$ cat config.mk
export PLATFORM = sky130hd
export DESIGN_NAME = fifo_mem_ctrl
export DESIGN_NICKNAME = d
export VERILOG_FILES = /design/src/rtl/fifo_mem_pkg.sv /design/src/rtl/fifo_ptr.sv /design/src/rtl/fifo_mem_ctrl.sv
export SDC_FILE = /design/constraint.sdc
export NUM_CORES = 1
export LEC_CHECK = 0
export ABC_CLOCK_PERIOD_IN_PS = 3700
export CAP_MARGIN = 10
export CELL_PAD_IN_SITES_DETAIL_PLACEMENT = 0
export CELL_PAD_IN_SITES_GLOBAL_PLACEMENT = 1
export CORE_MARGIN = 3
export CORE_UTILIZATION = 17
export CTS_BUF_LIST = sky130_fd_sc_hd__clkbuf_16
export DETAILED_ROUTE_END_ITERATION = 10
export PLACE_DENSITY = 0.95
export SETUP_SLACK_MARGIN = 0.05
export SLEW_MARGIN = 5
export SYNTH_ARGS = -nofsm -noshare
export SYNTH_HDL_FRONTEND = slang
export SYNTH_SLANG_ARGS = --single-unit
$ cat constraint.sdc
create_clock -name clk -period 3.7 [get_ports clk]
set_input_delay 0.74 -clock clk [delete_from_list [all_inputs] [get_ports clk]]
set_output_delay 0.74 -clock clk [all_outputs]
set_load 0.05 [all_outputs]
$ cat src/rtl/fifo_mem_pkg.sv
// Shared types and width helpers for the FWFT FIFO memory controller.
package fifo_mem_pkg;

    // Output stage: whether the memory read register holds the head entry.
    typedef enum logic {
        OUT_EMPTY = 1'b0,
        OUT_VALID = 1'b1
    } out_state_e;

    // Pointer width for a memory of the given depth.
    function automatic int ptr_width(input int depth);
        return $clog2(depth);
    endfunction

    // Occupancy width able to hold 0..depth (and 0..depth+1 with the output stage).
    function automatic int cnt_width(input int depth);
        return $clog2(depth) + 1;
    endfunction

endpackage

$ cat src/rtl/fifo_ptr.sv
// Wrapping memory pointer; depth is a power of two so wrap is natural overflow.
module fifo_ptr
    import fifo_mem_pkg::*;
#(
    parameter int N = 4
) (
    input  logic                 clk,
    input  logic                 rst,
    input  logic                 clr,
    input  logic                 inc,
    output logic [$clog2(N)-1:0] ptr
);

    localparam int PTR_W = ptr_width(N);

    // Pointer register: clear wins over increment.
    always_ff @(posedge clk or posedge rst) begin
        if (rst) begin
            ptr <= '0;
        end else if (clr) begin
            ptr <= '0;
        end else if (inc) begin
            ptr <= ptr + PTR_W'(1);
        end
    end

endmodule

$ cat src/rtl/fifo_mem_ctrl.sv
// First-word-fall-through FIFO controller around an external registered
// single-write/single-read memory. The memory's read register doubles as the
// output stage, giving N+1 entries of capacity and full pop throughput.
module fifo_mem_ctrl
    import fifo_mem_pkg::*;
#(
    parameter int WIDTH = 32,
    parameter int N     = 4
) (
    input  logic                 clk,
    input  logic                 rst,
    input  logic                 flush,
    input  logic                 push_valid,
    output logic                 push_ready,
    input  logic [WIDTH-1:0]     push_data,
    output logic                 pop_valid,
    input  logic                 pop_ready,
    output logic [WIDTH-1:0]     pop_data,
    output logic [$clog2(N):0]   count,
    output logic                 mem_write_en,
    output logic [$clog2(N)-1:0] mem_write_addr,
    output logic [WIDTH-1:0]     mem_data_in,
    output logic                 mem_read_en,
    output logic [$clog2(N)-1:0] mem_read_addr,
    input  logic [WIDTH-1:0]     mem_data_out
);

    localparam int PTR_W = ptr_width(N);
    localparam int CNT_W = cnt_width(N);

    typedef logic [PTR_W-1:0] ptr_t;
    typedef logic [CNT_W-1:0] cnt_t;

    ptr_t       wr_ptr;
    ptr_t       rd_ptr;
    cnt_t       mem_count;
    cnt_t       mem_count_next;
    out_state_e state_q;
    out_state_e state_d;

    logic push_fire;
    logic pop_fire;
    logic rd_issue;
    logic out_valid;

    // Handshakes depend only on registered state and flush, never on the
    // partner's valid/ready, so no combinational path crosses the FIFO.
    assign out_valid  = (state_q == OUT_VALID);
    assign push_ready = !flush && (mem_count != cnt_t'(N));
    assign pop_valid  = !flush && out_valid;
    assign push_fire  = push_valid && push_ready;
    assign pop_fire   = pop_valid && pop_ready;

    // Refill the output register whenever it is empty or being drained.
    assign rd_issue = !flush && (mem_count != '0) && (!out_valid || pop_fire);

    assign mem_write_en   = push_fire;
    assign mem_write_addr = wr_ptr;
    assign mem_data_in    = push_data;
    assign mem_read_en    = rd_issue;
    assign mem_read_addr  = rd_ptr;
    assign pop_data       = mem_data_out;

    assign count = mem_count + {{(CNT_W-1){1'b0}}, out_valid};

    fifo_ptr #(.N(N)) u_wr_ptr (
        .clk (clk),
        .rst (rst),
        .clr (flush),
        .inc (push_fire),
        .ptr (wr_ptr)
    );

    fifo_ptr #(.N(N)) u_rd_ptr (
        .clk (clk),
        .rst (rst),
        .clr (flush),
        .inc (rd_issue),
        .ptr (rd_ptr)
    );

    // Memory occupancy next value: a read issue frees its slot immediately.
    always_comb begin
        mem_count_next = mem_count;
        case ({push_fire, rd_issue})
            2'b10:   mem_count_next = mem_count + cnt_t'(1);
            2'b01:   mem_count_next = mem_count - cnt_t'(1);
            default: mem_count_next = mem_count;
        endcase
    end

    // Memory occupancy register.
    always_ff @(posedge clk or posedge rst) begin
        if (rst) begin
            mem_count <= '0;
        end else if (flush) begin
            mem_count <= '0;
        end else begin
            mem_count <= mem_count_next;
        end
    end

    // Output-stage next state: a fresh read keeps it valid, a bare pop empties it.
    always_comb begin
        state_d = state_q;
        if (flush) begin
            state_d = OUT_EMPTY;
        end else if (rd_issue) begin
            state_d = OUT_VALID;
        end else if (pop_fire) begin
            state_d = OUT_EMPTY;
        end
    end

    // Output-stage state register.
    always_ff @(posedge clk or posedge rst) begin
        if (rst) begin
            state_q <= OUT_EMPTY;
        end else begin
            state_q <= state_d;
        end
    end

endmodule

==> results of run 1 <==
worst max-delay path, delay by kind of cell:
kind,cells,cell delay [ns]
AO/OA/AOI/OAI,1,0.23
buffers and inverters,2,1.41
metrics by stage:
| step | utilization, % | hold slack, ns |
|---|---|---|
| global route | 14.9 | 0.583 |
| finish | 14.9 | 0.552 |
| CTS | 14.9 | 0.552 |
| floorplan | - | 0.556 |
| detailed placement | 13.7 | 0.547 |
| global placement | 13.7 | 0.547 |
metal layers:
metal,routed length [um],GRT usage [%],vias to the layer above
met5,0,0,-
met4,54,5.18,0
li1,-,-,251
met3,206,3.07,12
met2,798,7.06,18
met1,694,5.34,240
how the worst max path moves through the flow:
stage	endpoint	cells after the start
floorplan	mem_count[2]$_DFFE_PP0P_	9
global route	push_ready	3
finish	push_ready	3
global placement	push_ready	3
detailed placement	mem_count[2]$_DFFE_PP0P_	9
CTS	push_ready	3
synthesized netlist by cell type (2+ instances only):
library cell	number	area (um2)
buf_4	65	488
dfrtp_1	8	200
a21oi_1	5	25.0
nor2_1	5	18.8
xor2_1	3	26.3
buf_6	2	22.5
ha_1	2	25.0
inv_1	2	7.51
nor2b_1	2	12.5
nor3_1	2	10.0
o21ai_0	2	10.0
xnor2_1	2	17.5
cell type report:
| cell class | count | share of cell area [%] |
|---|---|---|
| timing repair buffer | 17 | 18.1 |
| multi-input combinational | 47 | 40.0 |
| tap | 75 | 10.4 |
| sequential | 8 | 22.3 |
| inverter | 2 | 0.836 |
| clock buffer | 3 | 8.36 |
power by group:
part	internal, mW	leakage, nW	switching [mW]
sequential	0.115	0.107	0.0507
clock	0.140	0.0370	0.0454
combinational	0.169	0.212	0.266
cells by family after synthesis:
kind of cell | Yosys count
buffers and inverters | 70
muxes | 1
adders and majority gates | 3
AOI/OAI and AO/OA | 13
and+or+nand+nor | 25
xor gates and xnor gates | 5
DFF | 8
flip-flops by register name (all words and copies together), names as in the netlist:
signal / flops
mem_count: 3
out_valid: 1
u_wr_ptr.ptr: 2
u_rd_ptr.ptr: 2
==> flow_summary_export.csv, run 1 <==
group,metric,value,unit
final_layout,multi_input_area,359,um2
grt,grt_pass1_vias,587,
routing,viasPerCell,3.43,
timing,grt_setup_unrepaired,"false",
worst_setup_path,crit_fanout,9,
run_status,outcome,"finished clean",
clock_tree,insertion_delay,0.23,ns
placed_design,gp_congestion,0.665,
synthesis,synth-xor-area-share,4.05,%
timing,finalCritPeriodShare,84.2,%
grt,grt_pass1_wl,2.86,mm
final_layout,fin_cells,152,
floorplanning,pin_count,144,
timing,tns,0,ns
power_and_ir_drop,p_total,786,uW
routing,wl_per_cell,11.5,um
synthesis,synth_area,1080,um2
routing,wirelength,1.76,mm
final_layout,fin_area,898,um2
final_layout,fillers,685,
worst_setup_path,cp-startpoint,"flush",
synthesis,avgSynthCellArea,8.65,um2
worst_setup_path,path_cells,"clkdlybuf4s50_1 -> a21oi_1 -> clkdlybuf4s50_1",
worst_hold_path,worstHoldEndpoint,"u_rd_ptr.ptr[1]$_DFFE_PP0P_",
clock_tree,cts_setup_buffers,0,
timing,hold_viol,0,
worst_setup_path,required,2.96,ns
timing,period_needed,3.12,ns
synthesis,ys_types,37,
synthesis,synth_edf_count,0,
final_layout,mostFrequentLayoutCells,"clkdlybuf4s50_1, dfrtp_1, nor2_1, a21oi_1",
grt,antenna_found_initial,0,
synthesis,synth_fp_nets,197,
final_layout,syn_to_final_growth,-16.9,%
synthesis,synth.area.mux_share,1.04,%
synthesis,ys_ff_latch,8,
synthesis,synth_cells,125,
clock_tree,cts_root_buf,"clkbuf_16",
timing,fin_skew,0.000958,ns
worst_hold_path,min_from,"u_rd_ptr.ptr[1]$_DFFE_PP0P_",
synthesis,yosysWarnings,0,
synthesis,ys.flop_type,"dfrtp_1",
timing,clock.fmax,0.321,GHz
placed_design,dpl_worst_slack,0.556,ns
routing,vias,521,
synthesis,synth_fa_ha_area_share,4.17,%
grt,track_usage,5.18,%
clock_tree,cts_buffer_depth,2,
timing,fin_ws,0.583,ns
routing,drt_iter0_drc,24,
timing,setup_viol,0,
placed_design,dp.cells,149,
grt,grt.overflow.total,0,
worst_setup_path,r2r_cells,8,
clock_tree,cts_resized,0,
placed_design,port_buffers,15,
final_layout,drive_gt1_share,19.5,%
worst_setup_path,cp-start-kind,"primary input",
floorplanning,initial_core_util,17.9,%
placed_design,placed_area,823,um2
worst_setup_path,critical-path-max-stage-delay,0.84,ns
worst_hold_path,hold-path-cell-count,2,
worst_setup_path,r2r_start,"mem_count[1]$_DFFE_PP0P_",
floorplanning,fp.coreArea,6030,um2
power_and_ir_drop,vdd_ir_drop_max,0.152,mV
timing,slew_viol_final,0,
clock_tree,h-tree-depth,1,
synthesis,synth_compound_gate_area_share,8.45,%
floorplanning,die_h,85.7,um
clock_tree,clk_pin_slew_worst_paths,0.04,ns
synthesis,synthSimpleGateAreaFrac,15.5,%
routing,post-route-drc-count,0,
power_and_ir_drop,p_per_area,875,nW/um2
worst_setup_path,r2r-end,"mem_count[2]$_DFFE_PP0P_",
timing,worst-slew-pin-transition,0.518,ns
synthesis,synth_top_family_by_area,"buffers and inverters",
synthesis,ys_async_sr_fraction,100,%
final_layout,regArea,200,um2
worst_setup_path,arrival,2.38,ns
final_layout,nNetsFinal,151,
timing,slew_headroom,65.4,%
worst_hold_path,hold_class,"reg -> reg",
routing,ant_nets,0,
floorplanning,die_x,85.7,um
grt,grt_max_degree,12,
clock_tree,cts-hold-fix-buffers,0,
synthesis,ys_seq_area_share,18.5,%
worst_setup_path,crit_type,"in -> out",
placed_design,dp_hpwl,1.33,mm
power_and_ir_drop,p_leak,0.356,nW
clock_tree,cts_tree,"done",
clock_tree,numClockSinks,8,
worst_setup_path,cp-end-kind,"output port",
worst_setup_path,r2r_slack,1.31,ns
clock_tree,cts_buffers,3,
job,maxCapViolCount,0,
final_layout,n_antenna_cell,0,
worst_setup_path,path_common_cell,"clkdlybuf4s50_1",
worst_setup_path,slowest_stage,"clkdlybuf4s50_1",
final_layout,final_common_cell,"clkdlybuf4s50_1",
routing,dr.pass1.iters,2,
floorplanning,std_cell_rows,28,
floorplanning,dieArea,7350,um2
Power figures use the tool's default switching activity.
==> run 2: changes to the inputs <==
--- a/config.mk
+++ b/config.mk
@@ -5,15 +5,15 @@
 export SDC_FILE = /design/constraint.sdc
 export NUM_CORES = 1
 export LEC_CHECK = 0
-export ABC_CLOCK_PERIOD_IN_PS = 3700
+export ABC_CLOCK_PERIOD_IN_PS = 3000
 export CAP_MARGIN = 10
 export CELL_PAD_IN_SITES_DETAIL_PLACEMENT = 0
 export CELL_PAD_IN_SITES_GLOBAL_PLACEMENT = 1
 export CORE_MARGIN = 3
-export CORE_UTILIZATION = 17
+export CORE_UTILIZATION = 15
 export CTS_BUF_LIST = sky130_fd_sc_hd__clkbuf_16
 export DETAILED_ROUTE_END_ITERATION = 10
-export PLACE_DENSITY = 0.95
+export PLACE_DENSITY = 0.88
 export SETUP_SLACK_MARGIN = 0.05
 export SLEW_MARGIN = 5
 export SYNTH_ARGS = -nofsm -noshare
==> constraint.sdc (replaced) <==
create_clock -name clk -period 3 [get_ports clk]
set_input_delay 0.6 -clock clk [delete_from_list [all_inputs] [get_ports clk]]
set_output_delay 0.6 -clock clk [all_outputs]
set_load 0.05 [all_outputs]
==> run 2 against run 1 <==
Core utilization decreased by 0.80 points. Critical path depth increased by 1. Critical endpoint is now count[2]. Clock skew about the same. Setup slack got worse by 0.28 ns. Sequential power increased by 23%. Largest cell class unchanged. Wire length increased by 0.63%. Global-route usage decreased by 0.78 points. Sequential share of layout area decreased by 1.7 points. Cell area increased by 8.5%. Sequential cell count unchanged. Hold slack got worse by 0.011 ns.
==> flow_summary_export.csv, run 2 (synthesis gave the netlist of run 1 again) <==
group,metric,value,unit
routing,wl_per_cell,10.1,um
floorplanning,initial_core_util,15.7,%
final_layout,largest_registers,"mem_count (3), u_rd_ptr.ptr (2), u_wr_ptr.ptr (2)",
clock_tree,cts_buffer_depth,2,
routing,wirelength,1.77,mm
power_and_ir_drop,power.share.clock,22.5,%
clock_tree,insertion_delay,0.23,ns
routing,viasPerCell,3.17,
worst_setup_path,crit_type,"reg -> out",
grt,grt.overflow.total,0,
power_and_ir_drop,vdd_ir_drop_max,0.232,mV
final_layout,largest_reg_flops,3,
routing,drt_iter0_drc,29,
clock_tree,cts_buffers,3,
timing,worst-slew-pin-transition,0.531,ns
clock_tree,clk_pin_slew_worst_paths,0.04,ns
timing,slew_viol_final,0,
routing,vias,551,
run_status,outcome,"finished clean",
power_and_ir_drop,p_per_area,1040,nW/um2
floorplanning,fp.coreArea,6910,um2
power_and_ir_drop,sw_frac_of_total,44.7,%
timing,clock.fmax,0.371,GHz
worst_setup_path,arrival,2.10,ns
final_layout,n_antenna_cell,0,
placed_design,port_buffers,15,
clock_tree,cts_tree,"done",
power_and_ir_drop,seq_power_share,20.2,%
final_layout,mostFrequentLayoutCells,"clkdlybuf4s50_1, dfrtp_1, nor2_1, a21oi_1, buf_12",
final_layout,regMostFlops,"mem_count",
timing,slew_headroom,64.5,%
power_and_ir_drop,power.internal,562,uW
grt,grt_pass1_vias,580,
worst_setup_path,cp-end-kind,"output port",
floorplanning,die_x,90.9,um
routing,post-route-drc-count,0,
power_and_ir_drop,p_leak,0.380,nW
worst_setup_path,required,2.40,ns
placed_design,gp_congestion,0.674,
job,maxCapViolCount,0,
power_and_ir_drop,p_switching,453,uW
final_layout,final_common_cell,"clkdlybuf4s50_1",
floorplanning,std_cell_rows,30,
timing,hold_viol,0,
clock_tree,h-tree-depth,1,
final_layout,post-route-util,14.1,%
grt,antenna_found_initial,0,
worst_setup_path,crit_fanout,8,
final_layout,regArea,200,um2
clock_tree,numClockSinks,8,
timing,fin_skew,0.00110,ns
final_layout,multi_input_area,359,um2
grt,grt_pass1_wl,2.85,mm
clock_tree,cts-hold-fix-buffers,0,
clock_tree,cts_root_buf,"clkbuf_16",
final_layout,fillers,792,
routing,ant_nets,0,
clock_tree,cts_resized,0,
floorplanning,dieArea,8260,um2
timing,finalCritPeriodShare,89.9,%
final_layout,syn_to_final_growth,-9.84,%
floorplanning,pin_count,144,
final_layout,nNetsFinal,152,
timing,grt_setup_unrepaired,"false",
grt,track_usage,4.40,%
floorplanning,die_h,90.9,um
timing,tns,0,ns
timing,period_needed,2.70,ns
worst_setup_path,cp-start-kind,"register",
worst_hold_path,hold_class,"reg -> reg",
timing,setup_viol,0,
routing,dr.pass1.iters,3,
grt,grt_max_degree,13,
final_layout,drive_gt1_share,24.4,%
power_and_ir_drop,combPwrFrac,57.3,%
clock_tree,cts_setup_buffers,0,
timing,hold_slack,0.541,ns
placed_design,dp_hpwl,1.31,mm
run 2: critical path, cell delays in order (launching register included):
cell             delay, ns
dfrtp_1               0.47
ha_1                  0.24
ha_1                  0.18
xor2_1                0.15
clkdlybuf4s50_1       0.82
run 2: metrics by stage:
step / setup WS, ns / power (mW) / instance area, um2 / cells
3_3_place_gp: 0.283 / 0.788 / 900 / 171
4_1_cts: 0.270 / 1.03 / 975 / 174
6_report: 0.302 / 1.02 / 975 / 174
2_1_floorplan: 0.552 / 0.849 / 1080 / 125
5_1_grt: 0.173 / 1.08 / 975 / 174
3_5_place_dp: 0.238 / 0.795 / 900 / 171
run 2: worst paths after layout:
path	from	to	slack, ns	depth (start not counted)
max	mem_count[0]$_DFFE_PP0P_	count[2]	0.30	4
min	u_wr_ptr.ptr[1]$_DFFE_PP0P_	u_wr_ptr.ptr[1]$_DFFE_PP0P_	0.54	2
max reg2reg	mem_count[1]$_DFFE_PP0P_	mem_count[2]$_DFFE_PP0P_	0.67	8
min reg2reg	u_wr_ptr.ptr[1]$_DFFE_PP0P_	u_wr_ptr.ptr[1]$_DFFE_PP0P_	0.54	2
max in group asynchronous	rst	mem_count[0]$_DFFE_PP0P_	2.10	2
min in group asynchronous	rst	u_wr_ptr.ptr[0]$_DFFE_PP0P_	0.64	2
run 2: routing by layer:
layer,track usage [%],vias up,wire length (um)
met3,2.75,10,182
met2,7.41,23,895
met4,2.76,0,36
met5,0,-,0
met1,3.96,265,652
li1,-,253,-
run 2: power by group through the flow:
stage	registers, mW	clock network [mW]	logic, mW
final	0.205	0.228	0.582
after global placement	0.205	0	0.583
after detailed placement	0.206	0	0.588
after floorplan	0.224	0	0.625
after global routing	0.214	0.239	0.627
after CTS	0.206	0.235	0.591
run 2: cell type report:
type                       count  share of cell area (%)
multi-input combinational     47                    36.8
timing repair buffer          18                    21.8
sequential                     8                    20.5
tap                           96                    12.3
clock buffer                   3                    7.70
inverter                       2                   0.770
==> run 3: changes to the inputs <==
--- a/config.mk
+++ b/config.mk
@@ -5,11 +5,10 @@
 export SDC_FILE = /design/constraint.sdc
 export NUM_CORES = 1
 export LEC_CHECK = 0
-export ABC_CLOCK_PERIOD_IN_PS = 3000
+export ABC_CLOCK_PERIOD_IN_PS = 2750
 export CAP_MARGIN = 10
 export CELL_PAD_IN_SITES_DETAIL_PLACEMENT = 0
 export CELL_PAD_IN_SITES_GLOBAL_PLACEMENT = 1
-export CORE_MARGIN = 3
 export CORE_UTILIZATION = 15
 export CTS_BUF_LIST = sky130_fd_sc_hd__clkbuf_16
 export DETAILED_ROUTE_END_ITERATION = 10
==> constraint.sdc (replaced) <==
create_clock -name clk -period 2.75 [get_ports clk]
set_input_delay 0.55 -clock clk [delete_from_list [all_inputs] [get_ports clk]]
set_output_delay 0.55 -clock clk [all_outputs]
set_load 0.05 [all_outputs]
==> run 3 against run 2 <==
Total power increased by 8.9%. Sequential power increased by 9%. Clock power increased by 7%. Cell area down 0.26%. Core utilization about the same. Global-route usage up 0.46 points. First-iteration DRC count shrank 17%. Register-to-register slack worse by 0.29 ns. Setup slack worse by 0.10 ns. Combinational power grew 9.3%. Sequential share of layout area is 0.053 points higher. Wire length down 3.0%. Largest cell class unchanged. Highest routed layer unchanged.
==> flow_summary_export.csv, run 3 (synthesis gave the netlist of run 1 again) <==
group,metric,value,unit
run_status,outcome,"finished clean",
placed_design,gp_congestion,0.722,
grt,grt_pass1_vias,529,
final_layout,n_antenna_cell,0,
clock_tree,h-tree-depth,1,
timing,finalCritPeriodShare,92.8,%
routing,wirelength,1.71,mm
floorplanning,dieArea,7550,um2
timing,clock.fmax,0.392,GHz
clock_tree,cts_buffer_depth,2,
worst_hold_path,hold_class,"reg -> reg",
floorplanning,std_cell_rows,30,
placed_design,dp_hpwl,1.30,mm
final_layout,syn_to_final_growth,-10.1,%
placed_design,placed_area,897,um2
floorplanning,pin_count,144,
final_layout,mostFrequentLayoutCells,"clkdlybuf4s50_1, dfrtp_1, nor2_1, a21oi_1",
grt,grt_pass1_wl,2.75,mm
timing,fin_ws,0.198,ns
job,maxCapViolCount,0,
timing,period_needed,2.55,ns
power_and_ir_drop,p_leak,0.382,nW
final_layout,final_common_cell,"clkdlybuf4s50_1",
worst_setup_path,crit_type,"reg -> out",
final_layout,fin_area,972,um2
timing,hold_slack,0.565,ns
timing,hold_viol,0,
worst_setup_path,crit_fanout,8,
floorplanning,die_h,86.9,um
timing,fin_skew,0.00208,ns
grt,grt_max_degree,13,
floorplanning,initial_core_util,15.7,%
timing,slew_headroom,65.1,%
final_layout,largest_reg_flops,3,
floorplanning,die_x,86.9,um
final_layout,fillers,777,
routing,dr.pass1.iters,4,
final_layout,largest_registers,"mem_count (3), u_rd_ptr.ptr (2), u_wr_ptr.ptr (2)",
routing,ant_nets,0,
final_layout,regMostFlops,"mem_count",
final_layout,nNetsFinal,152,
worst_setup_path,required,2.20,ns
clock_tree,numClockSinks,8,
routing,viasPerCell,3.18,
routing,wl_per_cell,9.84,um
placed_design,port_buffers,15,
clock_tree,cts_setup_buffers,0,
worst_setup_path,cp-end-kind,"output port",
placed_design,dp.cells,171,
timing,slew_viol_final,0,
worst_setup_path,cp-start-kind,"register",
timing,worst-slew-pin-transition,0.522,ns
worst_setup_path,arrival,2.00,ns
clock_tree,cts_resized,0,
clock_tree,cts_tree,"done",
grt,track_usage,4.87,%
clock_tree,cts_buffers,3,
floorplanning,fp.coreArea,6870,um2
final_layout,drive_gt1_share,25.6,%
routing,vias,554,
placed_design,dpl_worst_slack,0.00796,ns
routing,post-route-drc-count,0,
final_layout,fin_cells,174,
clock_tree,insertion_delay,0.23,ns
clock_tree,clk_pin_slew_worst_paths,0.04,ns
power_and_ir_drop,vdd_ir_drop_max,0.273,mV
grt,grt.overflow.total,0,
clock_tree,cts-hold-fix-buffers,0,
timing,setup_viol,0,
timing,grt_setup_unrepaired,"false",
clock_tree,cts_root_buf,"clkbuf_16",
timing,tns,0,ns
routing,drt_iter0_drc,24,
grt,antenna_found_initial,0,
power_and_ir_drop,p_per_area,1140,nW/um2
run 3: changes by cell type in the layout (fill, tap and decap cells not counted), sizes merged:
cell	delta
buf	+1
clkdlybuf4s50	-1
run 3: cell type report:
| type | count | area [um2] | area share, % |
|---|---|---|---|
| repair buffers | 18 | 210 | 21.6 |
| well taps | 96 | 120 | 12.4 |
| inverters | 2 | 7.51 | 0.772 |
| clock buffers | 3 | 75.1 | 7.72 |
| flip-flops and latches | 8 | 200 | 20.6 |
| multi-input cells | 47 | 359 | 36.9 |
run 3: per-layer routing:
metal	wire, um	up-vias	global-route usage (%)
met4	23	0	3.03
li1	-	252	-
met5	0	-	0
met3	191	12	3.51
met1	620	271	4.89
met2	877	19	7.23
run 3: final timing paths:
check                                             from                     endpoint  slack, ns  cells past startpoint
hold / removal             u_wr_ptr.ptr[1]$_DFFE_PP0P_  u_wr_ptr.ptr[1]$_DFFE_PP0P_       0.56                      2
hold reg to reg            u_wr_ptr.ptr[1]$_DFFE_PP0P_  u_wr_ptr.ptr[1]$_DFFE_PP0P_       0.56                      2
max in group asynchronous                          rst     mem_count[1]$_DFFE_PP0P_       1.91                      2
setup / recovery              mem_count[0]$_DFFE_PP0P_                     count[1]       0.20                      3
min in group asynchronous                          rst  u_rd_ptr.ptr[0]$_DFFE_PP0P_       0.59                      2
setup reg to reg              mem_count[1]$_DFFE_PP0P_     mem_count[2]$_DFFE_PP0P_       0.38                      8
run 3: report_power, final:
group          internal (mW)  leakage (nW)  switching (mW)  total [mW]
clock network          0.188        0.0370          0.0572       0.245
logic                  0.269         0.238           0.367       0.636
registers              0.155         0.107          0.0689       0.224
total                  0.612         0.382           0.493        1.10
run 3: per-stage QoR:
| step | power, mW | util, % |
|---|---|---|
| 3_3_place_gp | 0.857 | 13.1 |
| 6_report | 1.10 | 14.2 |
| 2_1_floorplan | 0.926 | - |
| 4_1_cts | 1.13 | 14.2 |
| 3_5_place_dp | 0.867 | 13.1 |
| 5_1_grt | 1.18 | 14.2 |
run 3: critical path: stages (launching register included):
cell and delay [ns]:
dfrtp_1 0.47, ha_1 0.24, ha_1 0.27, clkdlybuf4s50_1 0.79
